===== src/rtl/score_digit_renderer_if.sv =====
// Row-beat stream from the score digit renderer to the display writer.
interface score_digit_renderer_if;
  logic [4:0] row_data_out;
  logic [2:0] row_digit_out;
  logic [2:0] row_idx_out;
  logic       row_valid_out;
  logic       row_ready_in;

  modport master (
    output row_data_out,
    output row_digit_out,
    output row_idx_out,
    output row_valid_out,
    input  row_ready_in
  );

  modport slave (
    input  row_data_out,
    input  row_digit_out,
    input  row_idx_out,
    input  row_valid_out,
    output row_ready_in
  );
endinterface


===== src/rtl/score_digit_renderer.sv =====
// Converts a binary score to BCD (shift-add-3, one bit per cycle) and streams the
// 8x5 glyph rows of each decimal digit, most significant digit first.
module score_digit_renderer #(
  parameter int unsigned NUM_DIGITS    = 4,
  parameter int unsigned VALUE_WIDTH   = 14,
  parameter int unsigned BLANK_LEADING = 1
) (
  input  logic                      clk_in,
  input  logic                      rst_n_in,
  input  logic                      start_in,
  input  logic [VALUE_WIDTH-1:0]    value_in,
  output logic [7:0]                glyph_ind_out,
  input  logic [7:0][4:0]           glyph_in,
  output logic                      busy_out,
  output logic                      done_out,
  score_digit_renderer_if.master    row_if
);

  localparam int unsigned BCD_W = 4 * NUM_DIGITS;
  localparam int unsigned CNT_W = $clog2(VALUE_WIDTH + 1);

  function automatic longint unsigned pow10(input int unsigned n);
    longint unsigned r;
    r = 1;
    for (int unsigned i = 0; i < n; i++) r = r * 10;
    return r;
  endfunction

  localparam longint unsigned SAT_MAX = pow10(NUM_DIGITS) - 1;
  localparam logic [BCD_W-1:0] NINES  = {NUM_DIGITS{4'h9}};

  typedef enum logic [1:0] {S_IDLE, S_CONVERT, S_EMIT, S_DONE} state_t;

  function automatic logic [BCD_W-1:0] add3(input logic [BCD_W-1:0] b);
    logic [BCD_W-1:0] r;
    r = b;
    for (int i = 0; i < int'(NUM_DIGITS); i++)
      if (b[i*4 +: 4] >= 4'd5) r[i*4 +: 4] = b[i*4 +: 4] + 4'd3;
    return r;
  endfunction

  // Digit 0 is the most significant nibble.
  function automatic logic [3:0] nib_at(input logic [BCD_W-1:0] b, input int d);
    return b[(int'(NUM_DIGITS) - 1 - d) * 4 +: 4];
  endfunction

  function automatic logic blank_at(input logic [BCD_W-1:0] b, input int d);
    logic nonzero;
    nonzero = 1'b0;
    for (int i = 0; i < int'(NUM_DIGITS); i++)
      if (i <= d && b[(int'(NUM_DIGITS) - 1 - i) * 4 +: 4] != 4'd0) nonzero = 1'b1;
    return (BLANK_LEADING != 0) && !nonzero && (d != int'(NUM_DIGITS) - 1);
  endfunction

  state_t                 state_q, state_d;
  logic [CNT_W-1:0]       cnt_q, cnt_d;
  logic [VALUE_WIDTH-1:0] shift_q, shift_d;
  logic [BCD_W-1:0]       bcd_q, bcd_d;
  logic                   sat_q, sat_d;
  logic [7:0]             glyph_q, glyph_d;
  logic [2:0]             digit_q, digit_d;
  logic [2:0]             idx_q, idx_d;
  logic                   valid_q, valid_d;
  logic                   blank_q, blank_d;
  logic                   busy_q, busy_d;
  logic                   done_q, done_d;

  logic [BCD_W+VALUE_WIDTH-1:0] shifted;
  logic [BCD_W-1:0]             bcd_final;

  assign shifted   = {add3(bcd_q), shift_q} << 1;
  assign bcd_final = sat_q ? NINES : shifted[BCD_W+VALUE_WIDTH-1 -: BCD_W];

  // State and output registers
  always_ff @(posedge clk_in or negedge rst_n_in) begin
    if (!rst_n_in) begin
      state_q <= S_IDLE;
      cnt_q   <= '0;
      shift_q <= '0;
      bcd_q   <= '0;
      sat_q   <= 1'b0;
      glyph_q <= '0;
      digit_q <= '0;
      idx_q   <= '0;
      valid_q <= 1'b0;
      blank_q <= 1'b0;
      busy_q  <= 1'b0;
      done_q  <= 1'b0;
    end else begin
      state_q <= state_d;
      cnt_q   <= cnt_d;
      shift_q <= shift_d;
      bcd_q   <= bcd_d;
      sat_q   <= sat_d;
      glyph_q <= glyph_d;
      digit_q <= digit_d;
      idx_q   <= idx_d;
      valid_q <= valid_d;
      blank_q <= blank_d;
      busy_q  <= busy_d;
      done_q  <= done_d;
    end
  end

  // Next-state and next-output logic
  always_comb begin
    state_d = state_q;
    cnt_d   = cnt_q;
    shift_d = shift_q;
    bcd_d   = bcd_q;
    sat_d   = sat_q;
    glyph_d = glyph_q;
    digit_d = digit_q;
    idx_d   = idx_q;
    valid_d = valid_q;
    blank_d = blank_q;
    busy_d  = busy_q;
    done_d  = 1'b0;

    unique case (state_q)
      S_IDLE: begin
        busy_d  = 1'b0;
        valid_d = 1'b0;
        if (start_in) begin
          state_d = S_CONVERT;
          shift_d = value_in;
          bcd_d   = '0;
          sat_d   = 64'(value_in) > SAT_MAX;
          cnt_d   = '0;
          busy_d  = 1'b1;
        end
      end

      S_CONVERT: begin
        shift_d = shifted[VALUE_WIDTH-1:0];
        bcd_d   = shifted[BCD_W+VALUE_WIDTH-1 -: BCD_W];
        cnt_d   = cnt_q + CNT_W'(1);
        if (cnt_q == CNT_W'(VALUE_WIDTH - 1)) begin
          state_d = S_EMIT;
          bcd_d   = bcd_final;
          valid_d = 1'b1;
          digit_d = '0;
          idx_d   = '0;
          glyph_d = 8'(nib_at(bcd_final, 0));
          blank_d = blank_at(bcd_final, 0);
        end
      end

      S_EMIT: begin
        if (valid_q && row_if.row_ready_in) begin
          if (idx_q == 3'd7) begin
            idx_d = '0;
            if (digit_q == 3'(NUM_DIGITS - 1)) begin
              state_d = S_DONE;
              valid_d = 1'b0;
              done_d  = 1'b1;
              digit_d = '0;
              glyph_d = '0;
              blank_d = 1'b0;
            end else begin
              digit_d = digit_q + 3'd1;
              glyph_d = 8'(nib_at(bcd_q, int'(digit_q) + 1));
              blank_d = blank_at(bcd_q, int'(digit_q) + 1);
            end
          end else begin
            idx_d = idx_q + 3'd1;
          end
        end
      end

      S_DONE: begin
        state_d = S_IDLE;
        busy_d  = 1'b0;
      end

      default: state_d = S_IDLE;
    endcase
  end

  assign glyph_ind_out        = glyph_q;
  assign busy_out             = busy_q;
  assign done_out             = done_q;
  assign row_if.row_digit_out = digit_q;
  assign row_if.row_idx_out   = idx_q;
  assign row_if.row_valid_out = valid_q;
  // Glyph comes from a combinational ROM addressed by glyph_ind_out in the same cycle.
  assign row_if.row_data_out  = (valid_q && !blank_q) ? glyph_in[idx_q] : 5'b00000;

endmodule

===== src/flat_wrapper.sv =====
// flat-port wrapper written by rule: the top's interface ports become plain ports
module score_digit_renderer_flat 
#(
  parameter int unsigned NUM_DIGITS    = 4,
  parameter int unsigned VALUE_WIDTH   = 14,
  parameter int unsigned BLANK_LEADING = 1
)
  (clk_in, rst_n_in, start_in, value_in, glyph_ind_out, glyph_in, busy_out, done_out, row_if_row_data_out, row_if_row_digit_out, row_if_row_idx_out, row_if_row_valid_out, row_if_row_ready_in);
  score_digit_renderer_if row_if_i ();
  input  logic clk_in;
  input  logic rst_n_in;
  input  logic start_in;
  input  logic [VALUE_WIDTH-1:0] value_in;
  output logic [7:0] glyph_ind_out;
  input  logic [7:0][4:0] glyph_in;
  output logic busy_out;
  output logic done_out;
  output wire logic [$bits(row_if_i.row_data_out)-1:0] row_if_row_data_out;
  output wire logic [$bits(row_if_i.row_digit_out)-1:0] row_if_row_digit_out;
  output wire logic [$bits(row_if_i.row_idx_out)-1:0] row_if_row_idx_out;
  output wire logic [$bits(row_if_i.row_valid_out)-1:0] row_if_row_valid_out;
  input wire logic [$bits(row_if_i.row_ready_in)-1:0] row_if_row_ready_in;
  assign row_if_row_data_out = row_if_i.row_data_out;
  assign row_if_row_digit_out = row_if_i.row_digit_out;
  assign row_if_row_idx_out = row_if_i.row_idx_out;
  assign row_if_row_valid_out = row_if_i.row_valid_out;
  assign row_if_i.row_ready_in = row_if_row_ready_in;
  score_digit_renderer #(.NUM_DIGITS(NUM_DIGITS), .VALUE_WIDTH(VALUE_WIDTH), .BLANK_LEADING(BLANK_LEADING)) u_core (.clk_in(clk_in), .rst_n_in(rst_n_in), .start_in(start_in), .value_in(value_in), .glyph_ind_out(glyph_ind_out), .glyph_in(glyph_in), .busy_out(busy_out), .done_out(done_out), .row_if(row_if_i));
endmodule

===== config.mk =====
export PLATFORM = sky130hd
export DESIGN_NAME = score_digit_renderer_flat
export DESIGN_NICKNAME = d
export VERILOG_FILES = /design/src/rtl/score_digit_renderer_if.sv /design/src/rtl/score_digit_renderer.sv /design/src/flat_wrapper.sv
export SDC_FILE = /design/constraint.sdc
export NUM_CORES = 1
export LEC_CHECK = 0
export CAP_MARGIN = 25
export CORE_MARGIN = 10
export CORE_UTILIZATION = 28
export CTS_BUF_LIST = sky130_fd_sc_hd__clkbuf_16
export DETAILED_ROUTE_END_ITERATION = 7
export GPL_TIMING_DRIVEN = 1
export PLACE_DENSITY = 0.54
export SLEW_MARGIN = 20
export SYNTH_ARGS = -nofsm -noshare
export SYNTH_HDL_FRONTEND = slang
export SYNTH_SLANG_ARGS = --single-unit

===== constraint.sdc =====
create_clock -name clk_in -period 2.5 [get_ports clk_in]
set_input_delay 0.75 -clock clk_in [delete_from_list [all_inputs] [get_ports clk_in]]
set_output_delay 0.75 -clock clk_in [all_outputs]
set_load 0.02 [all_outputs]

# --- After elaboration in Yosys (flattened, before gate mapping) ---
# Cells that the tools add are included.
word_totals:
  ff_bits: 55
  inputBits: 58
  output_inout_bits: 22
  elab_cells: 131
op_classes:
  n_addsub: 9
  n_lt_le_gt_ge: 10
  n_eq_ne: 12
  shift: 1
  muxes: 61
  n_reduce_logical: 26
op_table:
  columns: ["op", "count"]
  rows:
  - ["less-or-equal comparator 3 x 32 -> 1 bit, first input constant", 2]
  - ["2-to-1 mux 16 bit", 3]
  - ["less-or-equal comparator 1 x 32 -> 1 bit, first input constant", 1]
  - ["less-or-equal comparator 2 x 32 -> 1 bit, first input constant", 1]
  - ["inequality test 32 x 3 -> 1 bit, second input constant", 1]
  - ["case mux 16 bit (2 select lines)", 1]
  - ["indexed part select 16 x 32 -> 4 bit", 1]
  - ["subtractor 3 x 30 -> 30 bit, first input constant", 1]
  - ["case mux 14 bit (2 select lines)", 1]
  - ["2-to-1 mux 1 bit", 24]
  - ["2-to-1 mux 8 bit", 3]
  - ["2-to-1 mux 3 bit", 7]
  - ["2-to-1 mux 4 bit", 5]
  - ["nonzero test 4 bit", 5]
  - ["greater-or-equal comparator 4 x 3 -> 1 bit, second input constant", 4]
  - ["case mux 8 bit (2 select lines)", 1]
  - ["binary-select mux 5 bit (select 3 bit)", 1]
  - ["> comparator 14 bit, second input constant", 1]
  - ["2-to-1 mux 14 bit", 1]
  - ["adder 4 x 2 -> 4 bit, second input constant", 3]
  - ["case mux 3 bit (2 select lines)", 2]
  - ["2-to-1 mux 2 bit", 5]
  - ["2-to-1 mux 5 bit", 2]
  - ["AND reduction 5 bit", 2]
  - ["other kinds (24)", 41]

# --- Logic depth before layout (Yosys ltp) ---
# Gate-level depths: netlist of run 1.
depth:
  word_depth: 17
  depth_mapped: 8
  ltp_nobuf: 8

# --- Least setup slack after synthesis of run 1 ---
# OpenSTA, ideal clock, no wires.
synth_timing:
  path_type: "register to output"
  from: "register u_core.idx_q[0], in the netlist u_core.row_if.row_idx_out[0]"
  to: "output port row_if_row_data_out[0]"
  arrival_time_ns: 1.500
  required_time_ns: 1.750
  path_slack_ns: 0.250
  stages_incl_launch_ff: 5
  cell_sequence: "dfrtp_1 buf_4 mux4_2 nand2_1 a21oi_1"
synth_via:
  elab_chain_len: 3
synth_lines:
  columns: ["item", "line", "source"]
  rows:
  - ["from (decl)", "score_digit_renderer.sv:62", "logic [2:0] idx_q, idx_d;"]
  - ["from (signal assigned)", "score_digit_renderer.sv:97", "idx_q <= idx_d;"]
  - ["binary-select mux 5 bit (select 3 bit)", "score_digit_renderer.sv:187", "assign row_if.row_data_out = (valid_q && !blank_q) ? glyph_in[idx_q] : 5'b00000;"]
  - ["2-to-1 mux 5 bit (implied by the code)", "score_digit_renderer.sv:187", null]
  - ["2-to-1 mux 5 bit", "score_digit_renderer.sv:187", null]
  - ["to (decl)", "flat_wrapper.sv:18", "output wire logic [$bits(row_if_i.row_data_out)-1:0] row_if_row_data_out;"]
# No other way between the ends. The select of a mux whose other input is x is not followed.

# --- Worst setup path in the final report of run 1 ---
layout_timing:
  from: "input port glyph_in[36] (netlist bit)"
  to: "output port row_if_row_data_out[1]"
layout_via:
  elab_chain_len: 3
layout_lines:
  columns: ["item", "line", "source"]
  rows:
  - ["from (decl)", "flat_wrapper.sv:15", "input logic [7:0][4:0] glyph_in;"]
  - ["binary-select mux 5 bit (select 3 bit)", "score_digit_renderer.sv:187", null]
  - ["2-to-1 mux 5 bit (implied by the code)", "score_digit_renderer.sv:187", null]
  - ["2-to-1 mux 5 bit", "score_digit_renderer.sv:187", null]
# No other way between the ends. The select of a mux whose other input is x is not followed.

==> results of run 1 <==
-- metrics by stage --
step                      TNS, ps  total power [mW]
final                           0              3.44
after global placement      -2740              2.61
after detailed placement    -2840              2.63
after CTS                       0              3.42
after global routing        -47.9              3.66
after floorplan                 0              2.02
-- power by group through the flow --
stage               Sequential (mW)  Combinational (mW)  Clock [mW]
global placement               1.03                1.58           0
detailed placement             1.04                1.59           0
global route                   1.03                1.79       0.835
CTS                            1.02                1.60       0.802
finish                         1.02                1.64       0.777
floorplan                      1.14               0.875           0
-- routing by layer --
layer | routed length [um] | track usage (%) | vias to the layer above | share of wire (%)
li1 | - | - | 1392 | -
met3 | 729 | 2.37 | 7 | 8.3
met5 | 0 | 0 | - | 0
met1 | 4280 | 13.7 | 1316 | 49
met2 | 3710 | 16.8 | 87 | 42
met4 | 79 | 2.41 | 0 | 0.90
-- worst paths after layout --
kind                                           startpoint                     end
min                                              rst_n_in       u_core.shift_q[8]
min in group clk_in                       u_core.cnt_q[3]         u_core.cnt_q[3]
max                                          glyph_in[36]  row_if_row_data_out[1]
max reg2reg                u_core.row_if.row_digit_out[0]          u_core.blank_q
min reg2reg                               u_core.cnt_q[3]         u_core.cnt_q[3]
max in group asynchronous                        rst_n_in        u_core.bcd_q[13]
-- cells in the mapped netlist (all sizes together) --
master,n
a211oi,2
a21o,1
nand3,12
and3b,1
ha,24
and2b,1
o311ai,2
mux2,4
a211o,1
buf,12
a41oi,1
a32oi,1
o21a,3
a22o,1
mux2i,14
and3,1
nor3,5
xnor2,4
a22oi,1
nor3b,3
nand3b,1
conb,1
nand2,49
nor4,2
o31ai,2
clkbuf,6
mux4,14
inv,21
nor4b,1
nand2b,10
and2,2
o2bb2ai,1
o21ai,48
a21oi,28
o22a,1
nor2,17
dfrtp,51
-- cell families (layout without fill, tap and decap cells) --
logic type | count (synthesis) | in the layout | share of synthesized area, %
buffers and inverters | 39 | 119 | 6.09
other | 1 | 4 | 0.112
DFF | 51 | 51 | 38.1
xor gates and xnor gates | 4 | 4 | 1.05
and+or+nand+nor | 105 | 105 | 14.7
muxes | 32 | 32 | 15.0
adders and majority gates | 24 | 24 | 8.96
AOI/OAI and AO/OA | 93 | 93 | 15.9
-- worst max-delay path, cell delays in order --
cell	delay [ps]
dlygate4sd2_1	230
mux4_2	460
nand2_1	100
a21oi_2	60
buf_6	150
-- repair_timing --
item	in CTS	in global routing
hold endpoints to repair	0	0
gates cloned	0	0
setup endpoints to repair	5	5
hold buffers	0	0
resized for setup	77	23
pin swaps	12	11
setup buffers	0	0
-- final cells by class --
cell class / count / share of cell area (%)
inverter: 21 / 1.75
timing repair buffer: 90 / 19.6
clock buffer: 5 / 2.78
tap: 143 / 3.97
clock inverter: 3 / 0.861
multi-input combinational: 262 / 42.7
sequential: 51 / 28.3
-- sequential cells by signal, indices dropped and copies added (netlist names) --
signal                       count
u_core.done_out                  1
u_core.cnt_q                     4
u_core.busy_out                  1
u_core.bcd_q                    16
u_core.state_q                   2
u_core.row_if.row_digit_out      3
u_core.sat_q                     1
u_core.blank_q                   1
u_core.shift_q                  14
u_core.row_if.row_valid_out      1
u_core.row_if.row_idx_out        3
u_core.glyph_ind_out             4
==> run_results.csv, run 1 <==
group,metric,value,unit
outcome,status,"finished clean",
worst_setup_path,worst_setup_path_end_kind,"output port",
synthesis,syn_inst,349,
synthesis,synth_area,0.00335,sq mm
final_layout,multi_input_area,0.00192,sq mm
pwr,ir_worst_vdd,361,uV
hold_path,worst_hold_path_type,"in2async",
final_layout,final_cell_mix,"51 x dfrtp_1, 46 x o21ai_0, 40 x nand2_1",
worst_setup_path,crit_required,1750,ps
global_routing,grt_usage,10.4,%
final_layout,area_delta_synth_final,34.5,%
worst_setup_path,worstPathMaxFanout,1,
worst_setup_path,reg2reg_slack,330,ps
detailed_routing,initialDrtViolationCount,154,
final_layout,nNetsFinal,513,
detailed_routing,first_pass_iters,4,
pwr,p_seq_share,29.6,%
placed_design,placed_cells,567,
synthesis,synth_top_area_share,38.1,%
global_routing,grt_max_degree,52,
timing,setup_viol,0,
floorplan,die_area,0.0167,sq mm
synthesis,ys_seq_elements,51,
clocking,clock_latency,290,ps
final_layout,diodes,0,
timing,fin_hold_ws,438,ps
clocking,clk_pin_slew,70,ps
final_layout,final_common_cell,"dfrtp_1",
placed_design,gp_congestion,0.823,
pwr,switching_share,35.2,%
pwr,pwr_density_cell,763,mW/mm^2
synthesis,ys.warnings.count,0,
clocking,clkSinkCount,51,
detailed_routing,routed_via_density,4.87,
clocking,cts_tree,"yes",
placed_design,dp_hpwl,6.62,mm
detailed_routing,wl_per_cell,15.3,um
pwr,p_int,2.23,mW
timing,fin_skew,4.52,ps
clocking,cts_max_path_buffers,2,
synthesis,ys_seq_area_share,38.1,%
flow_run,maxCapViolCount,0,
detailed_routing,drc,0,
detailed_routing,wl,8.80,mm
floorplan,die_h,129,um
timing,period_share,99.7,%
placed_design,preCtsSetupSlack,-576,ps
worst_setup_path,worstPathArrival,1740,ps
final_layout,regArea,0.00128,sq mm
floorplan,die_w,129,um
timing,slew_headroom,65.3,%
placed_design,dpl_cell_area,0.00432,sq mm
final_layout,instances_no_fill,575,
timing,hold_viol,0,
synthesis,synth_area_leader_cell,"dfrtp_1",
placed_design,port_buffers,75,
timing,fmax,401,MHz
floorplan,pin_count,80,
clocking,clock-root-buffer,"clkbuf_16",
clocking,numCtsBuffers,5,
final_layout,fill_cells,1141,
synthesis,avgSynthCellArea,9.60,sq um
floorplan,floorplan.initialDensity,29.0,%
worst_setup_path,r2r_cells,8,
final_layout,post-route-util,39.0,%
clocking,h-tree-depth,2,
pwr,power.leakage,1.87,nW
final_layout,stdcell_area,0.00451,sq mm
timing,worst_pin_slew,519,ps
pwr,p_comb_share,47.8,%
final_layout,drive_above_1_share,15.5,%
floorplan,core_area,0.0116,sq mm
global_routing,gr-total-overflow,0,
global_routing,antenna_found_initial,0,
pwr,pwr-share-clk,22.6,%
floorplan,rows,39,
detailed_routing,antenna_left,0,
timing,finalWorstSetupSlack,7.66,ps
detailed_routing,vias,2802,
global_routing,grt_pass1_wl,14.4,mm
timing,layout_min_cycle_time,2490,ps
worst_setup_path,crit_type,"in2out",
worst_setup_path,startpoint_type,"input port",
synthesis,ys_top_cells_by_area,"dfrtp_1 38%, ha_1 9.0%, mux4_2 8.7%",
synthesis,ys_types,44,
pwr,power.switching,1.21,mW
global_routing,first_global_vias,2915,
timing,maxSlewViolCount,0,
Power figures use the tool's default switching activity.
==> inputs of run 2 (changes only) <==
- CAP_MARGIN: 25 -> 15
==> results of run 2 <==
Same layout as run 1: the final DEF is identical, and so are final timing and power.
